`config.mk`:
```
export PLATFORM = sky130hd
export DESIGN_NAME = prog_mem_arbiter
export DESIGN_NICKNAME = d
export VERILOG_FILES = /design/src/rtl/prog_mem_arbiter.sv
export SDC_FILE = /design/constraint.sdc
export NUM_CORES = 1
export LEC_CHECK = 0
export CAP_MARGIN = 20
export CORE_MARGIN = 4
export CORE_UTILIZATION = 23
export DETAILED_ROUTE_END_ITERATION = 7
export PLACE_DENSITY = 0.87
export SETUP_SLACK_MARGIN = 0.05
export SLEW_MARGIN = 10
export SYNTH_ARGS = -nofsm -noshare
export SYNTH_HDL_FRONTEND = slang
export SYNTH_SLANG_ARGS = --single-unit
```
`constraint.sdc`:
```
create_clock -name clk -period 2 [get_ports clk]
set_input_delay 0.4 -clock clk [delete_from_list [all_inputs] [get_ports clk]]
set_output_delay 0.4 -clock clk [all_outputs]
set_load 0.05 [all_outputs]
```
`src/rtl/prog_mem_arbiter.sv`:
```
// Shares one single-port program memory between instruction fetch and the loader/debug port.
// Fetch has priority; a starvation counter forces a loader win after STARVE_MAX denials.
module prog_mem_arbiter #(
  parameter int RAM_WIDTH  = 22,
  parameter int ADDR_SIZE  = 11,
  parameter int STARVE_MAX = 4
) (
  input  logic                 clk,
  input  logic                 rst_n,
  input  logic                 f_req,
  input  logic [ADDR_SIZE-1:0] f_addr,
  output logic                 f_gnt,
  output logic [RAM_WIDTH-1:0] f_rdata,
  output logic                 f_rvalid,
  input  logic                 l_req,
  input  logic                 l_we,
  input  logic [ADDR_SIZE-1:0] l_addr,
  input  logic [RAM_WIDTH-1:0] l_wdata,
  output logic                 l_gnt,
  output logic [RAM_WIDTH-1:0] l_rdata,
  output logic                 l_rvalid,
  output logic                 mem_wr_enb,
  output logic                 mem_rd_enb,
  output logic [ADDR_SIZE-1:0] mem_addr,
  output logic [RAM_WIDTH-1:0] mem_data_in,
  input  logic [RAM_WIDTH-1:0] mem_data_out
);

  typedef enum logic [1:0] {
    OWN_NONE   = 2'd0,
    OWN_FETCH  = 2'd1,
    OWN_LOADER = 2'd2
  } owner_e;

  localparam logic [3:0] STARVE_LIM = 4'(STARVE_MAX);

  logic [3:0] r_starve_cnt;
  owner_e     r_rd_owner;
  owner_e     w_rd_owner_nxt;
  logic       w_starved;
  logic       w_f_gnt;
  logic       w_l_gnt;

  assign w_starved = (r_starve_cnt >= STARVE_LIM);

  // Grant decision; reset forces both grants low so nothing reaches the memory.
  always_comb begin
    w_f_gnt = 1'b0;
    w_l_gnt = 1'b0;
    if (!rst_n) begin
      w_f_gnt = 1'b0;
      w_l_gnt = 1'b0;
    end else begin
      case ({f_req, l_req})
        2'b10:   w_f_gnt = 1'b1;
        2'b01:   w_l_gnt = 1'b1;
        2'b11: begin
          if (w_starved) begin
            w_l_gnt = 1'b1;
          end else begin
            w_f_gnt = 1'b1;
          end
        end
        default: begin
          w_f_gnt = 1'b0;
          w_l_gnt = 1'b0;
        end
      endcase
    end
  end

  assign f_gnt = w_f_gnt;
  assign l_gnt = w_l_gnt;

  // Memory port mux driven from the winner; idle leaves address and data at zero.
  always_comb begin
    mem_wr_enb  = 1'b0;
    mem_rd_enb  = 1'b0;
    mem_addr    = '0;
    mem_data_in = '0;
    if (w_f_gnt) begin
      mem_rd_enb = 1'b1;
      mem_addr   = f_addr;
    end else if (w_l_gnt) begin
      mem_wr_enb  = l_we;
      mem_rd_enb  = ~l_we;
      mem_addr    = l_addr;
      mem_data_in = l_wdata;
    end else begin
      mem_wr_enb = 1'b0;
      mem_rd_enb = 1'b0;
    end
  end

  // Starvation counter: counts denied loader cycles, saturates, clears on loader grant.
  always_ff @(posedge clk or negedge rst_n) begin
    if (!rst_n) begin
      r_starve_cnt <= 4'd0;
    end else if (w_l_gnt) begin
      r_starve_cnt <= 4'd0;
    end else if (l_req && (r_starve_cnt < STARVE_LIM)) begin
      r_starve_cnt <= r_starve_cnt + 4'd1;
    end else begin
      r_starve_cnt <= r_starve_cnt;
    end
  end

  // Owner of the read issued this cycle; loader writes return nothing.
  always_comb begin
    w_rd_owner_nxt = OWN_NONE;
    if (w_f_gnt) begin
      w_rd_owner_nxt = OWN_FETCH;
    end else if (w_l_gnt && !l_we) begin
      w_rd_owner_nxt = OWN_LOADER;
    end else begin
      w_rd_owner_nxt = OWN_NONE;
    end
  end

  // Tag register aligned with the memory's one-cycle read latency.
  always_ff @(posedge clk or negedge rst_n) begin
    if (!rst_n) begin
      r_rd_owner <= OWN_NONE;
    end else begin
      r_rd_owner <= w_rd_owner_nxt;
    end
  end

  assign f_rvalid = (r_rd_owner == OWN_FETCH);
  assign l_rvalid = (r_rd_owner == OWN_LOADER);
  assign f_rdata  = mem_data_out;
  assign l_rdata  = mem_data_out;

endmodule

```
==> implementation parameters, run 1 <==
Parameter                              Value

Status
  Run status ... complete, no violations

Final layout
  Fraction of layout instances using a drive strength above 1 ... 55.0%
  Number of standard cells in the layout, taps in and fillers out ... 219
  Number of diodes added for antenna fixing ... 0
  Area delta synth->final ... 141%
  # nets final ... 245

Route
  Post-detailed-route via-to-cell ratio ... 4.33
  Iteration-0 DRC Markers ... 25
  WL met1 ... 1.28 mm
  Highest metal layer used by the detailed router ... met4
  Drc violations ... 0
  Average wire length per cell after detail routing ... 16.7 microns
  Total wire length ... 3.66 mm
  Met2 WL ... 1.95 mm
  Vias after detailed routing ... 949
  Post-route antenna net violation count ... 0
  Detailed-routed wire length on met3 ... 366 microns
  Iteration count of the initial detailed-routing pass ... 4

Placed design
  Port bufs ... 87
  Placer's final routability congestion estimate ... 0.807
  Placed Cells ... 200
  Minimum setup slack after placement ... -0.105 ns
  Dpl hpwl ... 2.45 mm

Clock tree
  CTS Buf Count ... 3
  Number of sinks handled by clock tree synthesis ... 6
  Max H-tree Level ... 1
  CTS Root Buffer Type ... sky130_fd_sc_hd__clkbuf_8
  Clock Path Buffers ... 2
  Hold Buf Count CTS ... 0
  Clock latency of the later-clocked register in the worst-skew pair ... 0.22 ns
  TritonCTS clock tree ... built
  Clk slew on worst S/H paths ... 0.04 ns

Run
  Number of violations of the max-capacitance limit ... 0

Power and ir drop
  Clock network power share ... 15.0%
  Power density over the cells ... 556 nW/um^2
  Switching power share of the total ... 38.4%
  Highest ir drop seen on vdd ... 0.545 mV
  Internal power of the cells ... 0.000741 W
  P_leak ... 0.954 nW
  Net load switching power ... 0.000462 W
  Portion of total power attributed to combinational logic ... 69.8%
  PnR Total Power ... 0.00120 W
  Sequential group share of total power ... 15.2%

STA
  Post-route clock period utilization ... 98.8%
  # setup viols final ... 0
  Headroom to the max-slew limit ... 81.4%
  Count of pins over their slew limit ... 0
  Hold violation count in the final report ... 0
  Unrepaired setup endpoints after global routing ... yes
  Max frequency ... 506 MHz
  Slack of the critical path ... 0.0239 ns
  Worst Clk Skew ... 0.00306 ns
  Worst Tran Pin Value ... 0.277 ns
  Tmin final ... 1.98 ns

Synthesis
  Share of Yosys cell area claimed by the top area cell type ... 38.4%
  Unique cell type count in the Yosys netlist ... 20
  Most area-hungry cell type in the Yosys netlist ... sky130_fd_sc_hd__buf_4
  Mapped cell area ... 898 sq um
  Number of synthesized register bits ... 6
  Syn Nets ... 182
  Synth warnings ... 0
  Cells after synthesis ... 110
  Syn_area_per_cell ... 8.17 sq um
  Sequential cell area fraction in the yosys report ... 16.7%
  Leading cell types by total area after synthesis ... sky130_fd_sc_hd__buf_4 (38%), sky130_fd_sc_hd__and2_1 (17%), sky130_fd_sc_hd__dfrtp_1 (17%)

Floorplan
  # rows ... 22
  Placeable core region ... 3720 sq um
  Number of ports placed on the die boundary ... 154
  X dimension of the die ... 70.5 microns
  Initial standard-cell utilization of the core ... 24.2%
  Floorplan die height ... 70.5 microns
  Die Footprint ... 4970 sq um

Global route
  First-pass GRT wire length ... 5.24 mm
  Remaining global-route overflow ... 0
  Global router's overall resource usage ... 13.4%
  Largest net degree at the start of global routing ... 15
  Vias in the first global route ... 1029
  Initial antenna violation count ... 0

Setup path
  Largest fanout of any net on the critical path ... 7
  Setup slack on the worst flop-to-flop path ... 0.55 ns
  Cells along the critical path ... buf_4, o21ai_2, and3_4, a22o_1, buf_12
  Classification of the worst setup path ... reg -> out
  Crit path from ... r_starve_cnt[3]
  Worst flop-to-flop path endpoint ... r_rd_owner[1]
  CP max-delay cell ... sky130_fd_sc_hd__dfrtp_1
  Data required time of the worst path ... 1.60 ns
  CP endpoint kind ... primary output
  End point of the critical path ... mem_addr[8]
  Worst r2r path cells ... 7
  Crit-path max cell delay ... 0.40 ns
  Worst Setup Start Kind ... flip-flop
  Crit path arrival time ... 1.58 ns
  Worst flop-to-flop path startpoint ... r_starve_cnt[2]

Min path
  Type of the most critical hold path ... in -> async
worst max-delay path: cells and delay by family (launching register included):
kind / cells / cell delay [ns]
buffers and inverters: 2 / 0.29
AOI/OAI and AO/OA: 2 / 0.37
DFF: 1 / 0.40
and+or+nand+nor: 1 / 0.29
worst min-delay path by stage:
stage | end | depth (start not counted) | start
6_report | r_starve_cnt[1] | 2 | rst_n
5_1_grt | r_starve_cnt[1] | 2 | rst_n
4_1_cts | r_starve_cnt[1] | 2 | rst_n
3_5_place_dp | r_starve_cnt[1] | 1 | r_starve_cnt[1]
3_3_place_gp | r_starve_cnt[1] | 1 | r_starve_cnt[1]
2_1_floorplan | r_rd_owner[0] | 0 | rst_n
power groups by stage:
stage          Combinational, W  Clock (W)  Sequential [W]
6_report               0.000840   0.000180        0.000182
3_5_place_dp           0.000712          0        0.000175
3_3_place_gp           0.000701          0        0.000172
2_1_floorplan          0.000576          0        0.000168
4_1_cts                0.000821   0.000180        0.000177
5_1_grt                0.000882   0.000191        0.000185
layout by cell type (no fill, tap or decap), types with 2 or more instances in the layout:
| master | instances |
|---|---|
| sky130_fd_sc_hd__and2_4 | 20 |
| sky130_fd_sc_hd__a22o_1 | 9 |
| sky130_fd_sc_hd__nor2b_1 | 3 |
| sky130_fd_sc_hd__and3_4 | 2 |
| sky130_fd_sc_hd__buf_12 | 38 |
| sky130_fd_sc_hd__clkdlybuf4s50_1 | 45 |
| sky130_fd_sc_hd__buf_16 | 2 |
| sky130_fd_sc_hd__and2_1 | 4 |
| sky130_fd_sc_hd__dfrtp_1 | 5 |
| sky130_fd_sc_hd__clkbuf_2 | 3 |
| sky130_fd_sc_hd__a22o_4 | 3 |
| sky130_fd_sc_hd__clkbuf_8 | 3 |
| sky130_fd_sc_hd__buf_4 | 16 |
| sky130_fd_sc_hd__inv_1 | 3 |
per-stage QoR:
step	cell area (sq um)	hold WS (ns)	setup TNS [ns]	util, %
after global placement	1860	0.484	-1.72	50.2
after floorplan	898	0.104	0	-
final	2160	0.164	0	58.2
after CTS	2140	0.283	-0.122	57.6
after global routing	2160	0.170	-0.219	58.2
after detailed placement	1860	0.493	-2.83	50.2
cell usage after synthesis, drive strengths merged:
master,n
buf,49
ha,1
inv,3
nor2b,3
a22o,12
nor2,2
nand2,1
and3,1
dfrtp,6
a21oi,2
and2,24
a21boi,1
a31oi,1
a21o,1
o21ai,2
a32o,1
kinds of logic (layout without fill, tap and decap cells):
kind of cell | Yosys count | in the layout | synth area share, %
AO/OA/AOI/OAI | 20 | 20 | 17.8
adder cells (fa/ha/maj) | 1 | 1 | 1.39
buffers and inverters | 52 | 112 | 42.8
flip-flops | 6 | 6 | 16.7
AND/OR/NAND/NOR | 31 | 32 | 21.3
final cells by class:
| cell class | count | area, sq um |
|---|---|---|
| fill | 309 | 1550 |
| timing repair buffer | 106 | 1430 |
| multi-input combinational | 53 | 473 |
| sequential | 6 | 151 |
| tap | 48 | 60.1 |
| clock buffer | 3 | 41.3 |
| inverter | 3 | 11.3 |
flip-flops by register name, indices dropped and copies added, names as in the netlist:
name / count
r_starve_cnt: 4
r_rd_owner: 2
timing repair:
| action | 4_1_cts | 5_1_grt |
|---|---|---|
| endpoints found under the setup margin | 36 | 36 |
| pin swaps | 5 | 5 |
| cloned | 2 | 1 |
| resized for setup | 32 | 13 |
| buffers inserted | 12 | 2 |
metal layers:
| layer | global-route usage [%] | up-vias |
|---|---|---|
| met5 | 0 | - |
| met1 | 13.4 | 428 |
| li1 | - | 444 |
| met2 | 25.7 | 67 |
| met3 | 4.60 | 10 |
| met4 | 4.26 | 0 |
No activity file was read; power rests on OpenSTA's default activity.
==> run 2: changes to the inputs <==
- CORE_MARGIN: 4 -> 10
- GPL_TIMING_DRIVEN: default -> 0
==> run 2 against run 1 <==
  * Wire length rose by 31%
  * Register-to-register slack improved by 0.32 ns
  * Via count rose by 23%
  * First-iteration DRC count fell by 16%
  * Final area rose by 3.4%
  * Clock power fell by 3%
  * Non-clock buffer count rose by 75
  * Sequential share of layout area fell by 0.29 points
  * Core utilization rose by 2.0 points
  * Worst setup slack improved by 0.082 ns
  * Critical path depth did not move
  * Die area rose by 37%
  * Critical endpoint is now mem_addr[3]
==> implementation parameters, run 2 (synthesized netlist as in run 1, its figures left out) <==
Parameter                              Value

Setup path
  CP endpoint kind ... primary output (unchanged)
  CP max-delay cell ... sky130_fd_sc_hd__dfrtp_1 (unchanged)
  Crit path arrival time ... 1.49 ns (was 1.58 ns)
  Largest fanout of any net on the critical path ... 11 (was 7)
  Classification of the worst setup path ... reg -> out (unchanged)
  Crit-path max cell delay ... 0.41 ns (was 0.40 ns)
  Data required time of the worst path ... 1.60 ns (about the same)
  Cells along the critical path ... o21ai_1, and3_4, buf_6, a22o_1, buf_4 (was buf_4, o21ai_2, and3_4, a22o_1, buf_12)
  Worst Setup Start Kind ... flip-flop (unchanged)

Floorplan
  X dimension of the die ... 82.5 microns (was 70.5 microns)
  Placeable core region ... 3720 sq um (unchanged)
  Initial standard-cell utilization of the core ... 24.2% (unchanged)
  # rows ... 22 (unchanged)
  Floorplan die height ... 82.5 microns (was 70.5 microns)
  Die Footprint ... 6810 sq um (was 4970 sq um)
  Number of ports placed on the die boundary ... 154 (unchanged)

STA
  Max frequency ... 528 MHz (was 506 MHz)
  Slack of the critical path ... 0.106 ns (was 0.0239 ns)
  # setup viols final ... 0 (unchanged)
  Worst Tran Pin Value ... 0.528 ns (was 0.277 ns)
  Unrepaired setup endpoints after global routing ... yes (unchanged)
  Tmin final ... 1.89 ns (was 1.98 ns)
  Headroom to the max-slew limit ... 64.7% (was 81.4%)
  Worst Clk Skew ... 0.000309 ns (was 0.00306 ns)
  Final-layout worst hold slack ... 0.0260 ns (was 0.164 ns)
  Hold violation count in the final report ... 0 (unchanged)
  Post-route clock period utilization ... 94.7% (was 98.8%)
  Count of pins over their slew limit ... 0 (unchanged)

Final layout
  Seq. cell area ... 150 sq um (was 151 sq um)
  Register containing the most flip-flops in the final layout ... r_starve_cnt (unchanged)
  Fill cell instance count of the final layout ... 351 (was 309)
  Registers with the highest flip-flop counts ... r_starve_cnt: 4 flops, r_rd_owner: 2 flops (unchanged)
  Number of diodes added for antenna fixing ... 0 (unchanged)
  Leading cell types in the layout, fill and taps excluded ... sky130_fd_sc_hd__clkdlybuf4s50_1 (89), sky130_fd_sc_hd__buf_4 (70), sky130_fd_sc_hd__and2_1 (24) (was sky130_fd_sc_hd__clkdlybuf4s50_1 (45), sky130_fd_sc_hd__buf_12 (38), sky130_fd_sc_hd__and2_4 (20))
  Most common cell after layout, fill and taps aside ... sky130_fd_sc_hd__clkdlybuf4s50_1 (unchanged)
  Finished layout cell area ... 2240 sq um (was 2160 sq um)
  Area delta synth->final ... 149% (was 141%)
  Flip-flop count of the largest register after layout ... 4 (unchanged)
  Area of combinational cells with multiple inputs ... 372 sq um (was 473 sq um)
  # nets final ... 319 (was 245)
  Fraction of layout instances using a drive strength above 1 ... 38.8% (was 55.0%)
  Final core utilization ... 60.2% (was 58.2%)

Placed design
  Placed standard-cell area ... 2270 sq um (was 1860 sq um)
  Minimum setup slack after placement ... -1.10 ns (was -0.105 ns)
  Placer's final routability congestion estimate ... 0.786 (was 0.807)
  Port bufs ... 131 (was 87)
  Dpl hpwl ... 4.37 mm (was 2.45 mm)

Clock tree
  CTS Root Buffer Type ... sky130_fd_sc_hd__clkbuf_8 (unchanged)
  Number of sinks handled by clock tree synthesis ... 6 (unchanged)
  Clk slew on worst S/H paths ... 0.03 ns (was 0.04 ns)
  Clock latency of the later-clocked register in the worst-skew pair ... 0.22 ns (about the same)
  Max H-tree Level ... 1 (unchanged)
  Clock Path Buffers ... 2 (unchanged)
  TritonCTS clock tree ... built (unchanged)
  CTS Buf Count ... 3 (unchanged)

Global route
  Vias in the first global route ... 1270 (was 1029)
  Initial antenna violation count ... 0 (unchanged)
  Global router's overall resource usage ... 12.2% (was 13.4%)
  Largest net degree at the start of global routing ... 12 (was 15)
  First-pass GRT wire length ... 6.50 mm (was 5.24 mm)
  Remaining global-route overflow ... 0 (unchanged)

Run
  Number of violations of the max-capacitance limit ... 0 (unchanged)

Route
  Average wire length per cell after detail routing ... 16.4 microns (was 16.7 microns)
  Drc violations ... 0 (unchanged)
  Vias after detailed routing ... 1167 (was 949)
  Post-detailed-route via-to-cell ratio ... 3.98 (was 4.33)
  Total wire length ... 4.80 mm (was 3.66 mm)
  Post-route antenna net violation count ... 0 (unchanged)
  Iteration count of the initial detailed-routing pass ... 2 (was 4)
  Iteration-0 DRC Markers ... 21 (was 25)

Power and ir drop
  P_leak ... 1.12 nW (was 0.954 nW)
  Highest ir drop seen on vdd ... 0.473 mV (was 0.545 mV)
  Power density over the cells ... 550 nW/um^2 (was 556 nW/um^2)
  PnR Total Power ... 0.00123 W (was 0.00120 W)

Min path
  Type of the most critical hold path ... in -> async (unchanged)

Status
  Run status ... complete, no violations (unchanged)
==> run 2: per-stage QoR <==
step / cells / TNS [ns]
after global routing: 293 / 0
after global placement: 289 / -35.85
final: 293 / 0
after detailed placement: 289 / -36.91
after floorplan: 110 / 0
after CTS: 293 / 0
==> run 2: metal layers <==
layer | vias up | track usage, % | wire length [microns]
met5 | - | 0 | 0
met4 | 0 | 2.17 | 34
met3 | 4 | 5.51 | 640
met2 | 67 | 25.7 | 2740
met1 | 508 | 10.0 | 1390
li1 | 588 | - | -
==> run 2: worst paths after layout <==
path	slack (ns)	start	depth (start not counted)	to
min in group clk	0.44	l_req	2	r_starve_cnt[3]
min	0.03	rst_n	1	r_rd_owner[1]
max reg2reg	0.87	r_starve_cnt[2]	3	r_starve_cnt[1]
max in group asynchronous	1.84	rst_n	1	r_starve_cnt[1]
min reg2reg	0.49	r_starve_cnt[1]	1	r_starve_cnt[1]
max	0.11	r_starve_cnt[2]	5	mem_addr[3]
==> run 2: worst max-delay path, delay by kind of cell, from the launching register on <==
family / cells / cell delay, ns
compound gates: 2 / 0.30
buf+inv: 2 / 0.34
flops: 1 / 0.41
simple gates: 1 / 0.22
==> run 2: timing repair <==
action | in CTS | in global routing
cloned | 0 | 0
hold buffers | 0 | 0
setup buffers | 1 | 0
gates resized for setup | 230 | 7
setup endpoints to repair | 37 | 22
pin swaps | 1 | 0
==> run 2: layout make-up <==
cell class	count	area share (%)
Multi-Input combinational cell	52	16.6
Inverter	3	0.503
Clock buffer	3	1.84
Tap cell	48	2.68
Sequential cell	6	6.71
Timing Repair Buffer	132	54.8
Buffer	49	16.8
==> run 2: power by group <==
part | switching [W] | leakage (nW) | internal (W)
clock | 0.0000462 | 0.0216 | 0.000129
sequential | 0.0000246 | 0.0791 | 0.000152
combinational | 0.000513 | 1.02 | 0.000367
==> run 3: changes to the inputs <==
- CAP_MARGIN: 20 -> 15
- HOLD_SLACK_MARGIN: default -> 0.08
==> run 3 against run 2 <==
  * Global-route usage rose by 0.15 points
  * Via count rose by 0.26%
  * Die area did not move
  * Core utilization rose by 0.30 points
  * Clock power barely moved
  * Critical endpoint unchanged
==> implementation parameters, run 3 (synthesized netlist as in run 1, its figures left out) <==
Parameter                              Value

Clock tree
  Clock latency of the later-clocked register in the worst-skew pair ... 0.22 ns (about the same)
  TritonCTS clock tree ... built (unchanged)
  Number of sinks handled by clock tree synthesis ... 6 (unchanged)
  Clock Path Buffers ... 2 (unchanged)
  Clk slew on worst S/H paths ... 0.03 ns (about the same)
  CTS Root Buffer Type ... sky130_fd_sc_hd__clkbuf_8 (unchanged)
  CTS Buf Count ... 3 (unchanged)
  Max H-tree Level ... 1 (unchanged)

Final layout
  Registers with the highest flip-flop counts ... r_starve_cnt: 4 flops, r_rd_owner: 2 flops (unchanged)
  Most common cell after layout, fill and taps aside ... sky130_fd_sc_hd__clkdlybuf4s50_1 (unchanged)
  Final core utilization ... 60.5% (was 60.2%)
  Number of diodes added for antenna fixing ... 0 (unchanged)
  Flip-flop count of the largest register after layout ... 4 (unchanged)
  Area delta synth->final ... 150% (was 149%)
  Leading cell types in the layout, fill and taps excluded ... sky130_fd_sc_hd__clkdlybuf4s50_1 (89), sky130_fd_sc_hd__buf_4 (69), sky130_fd_sc_hd__and2_1 (24) (was sky130_fd_sc_hd__clkdlybuf4s50_1 (89), sky130_fd_sc_hd__buf_4 (70), sky130_fd_sc_hd__and2_1 (24))
  Register containing the most flip-flops in the final layout ... r_starve_cnt (unchanged)
  Fraction of layout instances using a drive strength above 1 ... 38.6% (was 38.8%)
  # nets final ... 320 (was 319)

Setup path
  Data required time of the worst path ... 1.60 ns (about the same)
  Worst r2r path cells ... 3 (unchanged)
  Crit path arrival time ... 1.49 ns (about the same)
  Worst flop-to-flop path endpoint ... r_starve_cnt[1] (unchanged)
  Setup slack on the worst flop-to-flop path ... 0.88 ns (was 0.87 ns)
  Worst Setup Start Kind ... flip-flop (unchanged)
  Worst flop-to-flop path startpoint ... r_starve_cnt[2] (unchanged)
  Classification of the worst setup path ... reg -> out (unchanged)
  CP endpoint kind ... primary output (unchanged)
  Largest fanout of any net on the critical path ... 11 (unchanged)

STA
  Post-route clock period utilization ... 94.7% (about the same)
  Headroom to the max-slew limit ... 64.8% (was 64.7%)
  Max frequency ... 528 MHz (about the same)
  Worst Tran Pin Value ... 0.526 ns (was 0.528 ns)
  Worst Clk Skew ... 0.000612 ns (was 0.000309 ns)
  Unrepaired setup endpoints after global routing ... yes (unchanged)
  Hold violation count in the final report ... 0 (unchanged)
  Tmin final ... 1.89 ns (about the same)
  Count of pins over their slew limit ... 0 (unchanged)
  # setup viols final ... 0 (unchanged)

Route
  Vias after detailed routing ... 1170 (was 1167)
  Average wire length per cell after detail routing ... 16.4 microns (about the same)
  Post-route antenna net violation count ... 0 (unchanged)
  Met2 WL ... 2.75 mm (was 2.74 mm)
  Iteration count of the initial detailed-routing pass ... 2 (unchanged)
  WL met1 ... 1.39 mm (about the same)
  Detailed-routed wire length on met3 ... 637 microns (was 640 microns)
  Drc violations ... 0 (unchanged)
  Iteration-0 DRC Markers ... 8 (was 21)
  Highest metal layer used by the detailed router ... met4 (unchanged)
  Total wire length ... 4.81 mm (was 4.80 mm)
  Post-detailed-route via-to-cell ratio ... 3.98 (about the same)

Floorplan
  Floorplan die height ... 82.5 microns (unchanged)
  Initial standard-cell utilization of the core ... 24.2% (unchanged)
  Placeable core region ... 3720 sq um (unchanged)
  X dimension of the die ... 82.5 microns (unchanged)
  Number of ports placed on the die boundary ... 154 (unchanged)
  Die Footprint ... 6810 sq um (unchanged)
  # rows ... 22 (unchanged)

Run
  Number of violations of the max-capacitance limit ... 0 (unchanged)

Placed design
  Placer's final routability congestion estimate ... 0.786 (unchanged)
  Port bufs ... 131 (unchanged)
  Dpl hpwl ... 4.37 mm (unchanged)

Global route
  Global router's overall resource usage ... 12.4% (was 12.2%)
  Vias in the first global route ... 1261 (was 1270)
  Remaining global-route overflow ... 0 (unchanged)
  Initial antenna violation count ... 0 (unchanged)
  Largest net degree at the start of global routing ... 12 (unchanged)
  First-pass GRT wire length ... 6.52 mm (was 6.50 mm)

Min path
  Type of the most critical hold path ... in -> reg (was in -> async)
  Worst Hold End ... r_starve_cnt[3]
  Hold Path Stages ... 2
  Start point of the worst min-delay path ... rst_n

Power and ir drop
  Power density over the cells ... 548 nW/um^2 (was 550 nW/um^2)
  Highest ir drop seen on vdd ... 0.562 mV (was 0.473 mV)
  PnR Total Power ... 0.00123 W (about the same)
  P_leak ... 1.13 nW (was 1.12 nW)

Status
  Run status ... complete, no violations (unchanged)
[run 3: how the worst max path moves through the flow]
stage	startpoint	endpoint	slack, ns	cells past startpoint
finish	r_starve_cnt[2]	mem_addr[3]	0.11	5
global route	r_starve_cnt[2]	mem_addr[4]	0.03	5
detailed placement	rst_n	mem_data_in[15]	-1.10	7
CTS	r_rd_owner[0]	l_rvalid	0.07	2
floorplan	r_starve_cnt[2]	mem_addr[2]	0.25	4
global placement	rst_n	mem_data_in[17]	-1.06	7
[run 3: worst max-delay path: stages (launching register included)]
cell                      delay (ns)
sky130_fd_sc_hd__dfrtp_1        0.41
sky130_fd_sc_hd__o21ai_1        0.15
sky130_fd_sc_hd__and3_4         0.22
sky130_fd_sc_hd__buf_6          0.14
sky130_fd_sc_hd__a22o_1         0.15
sky130_fd_sc_hd__buf_4          0.20
[run 3: through the flow]
step / area, sq um / hold slack (ns) / worst slack (ns) / cells / TNS, ns
after detailed placement: 2270 / 0.489 / -1.10 / 289 / -36.91
after global placement: 2270 / 0.479 / -1.06 / 289 / -35.85
after CTS: 2230 / 0.434 / 0.0681 / 294 / 0
after floorplan: 898 / 0.104 / 0.252 / 110 / 0
after global routing: 2250 / 0.464 / 0.0328 / 294 / 0
final: 2250 / 0.430 / 0.105 / 294 / 0
[run 3: cell type report]
cell class,count,area (sq um)
Buffer,49,377
Clock buffer,3,41.3
Fill cell,353,1470
Inverter,3,11.3
Multi-Input combinational cell,52,372
Sequential cell,6,150
Tap cell,48,60.1
Timing Repair Buffer,133,1240
[run 3: timing repair]
action                     4_1_cts  5_1_grt
hold endpoints to repair         6        0
setup endpoints to repair       37       22
buffers inserted                 1        0
pin swaps                        1        0
hold buffers                     1        0
resized for setup              230        7
[run 3: metal layers]
metal,global-route usage (%),up-vias
met5,0,-
li1,-,589
met4,3.18,0
met3,5.51,4
met1,10.6,510
met2,25.0,67
[run 3: report_power, final]
group	internal, W	leakage, nW	switching (W)
sequential	0.000152	0.0791	0.0000247
combinational	0.000369	1.03	0.000512
clock	0.000129	0.0216	0.0000473
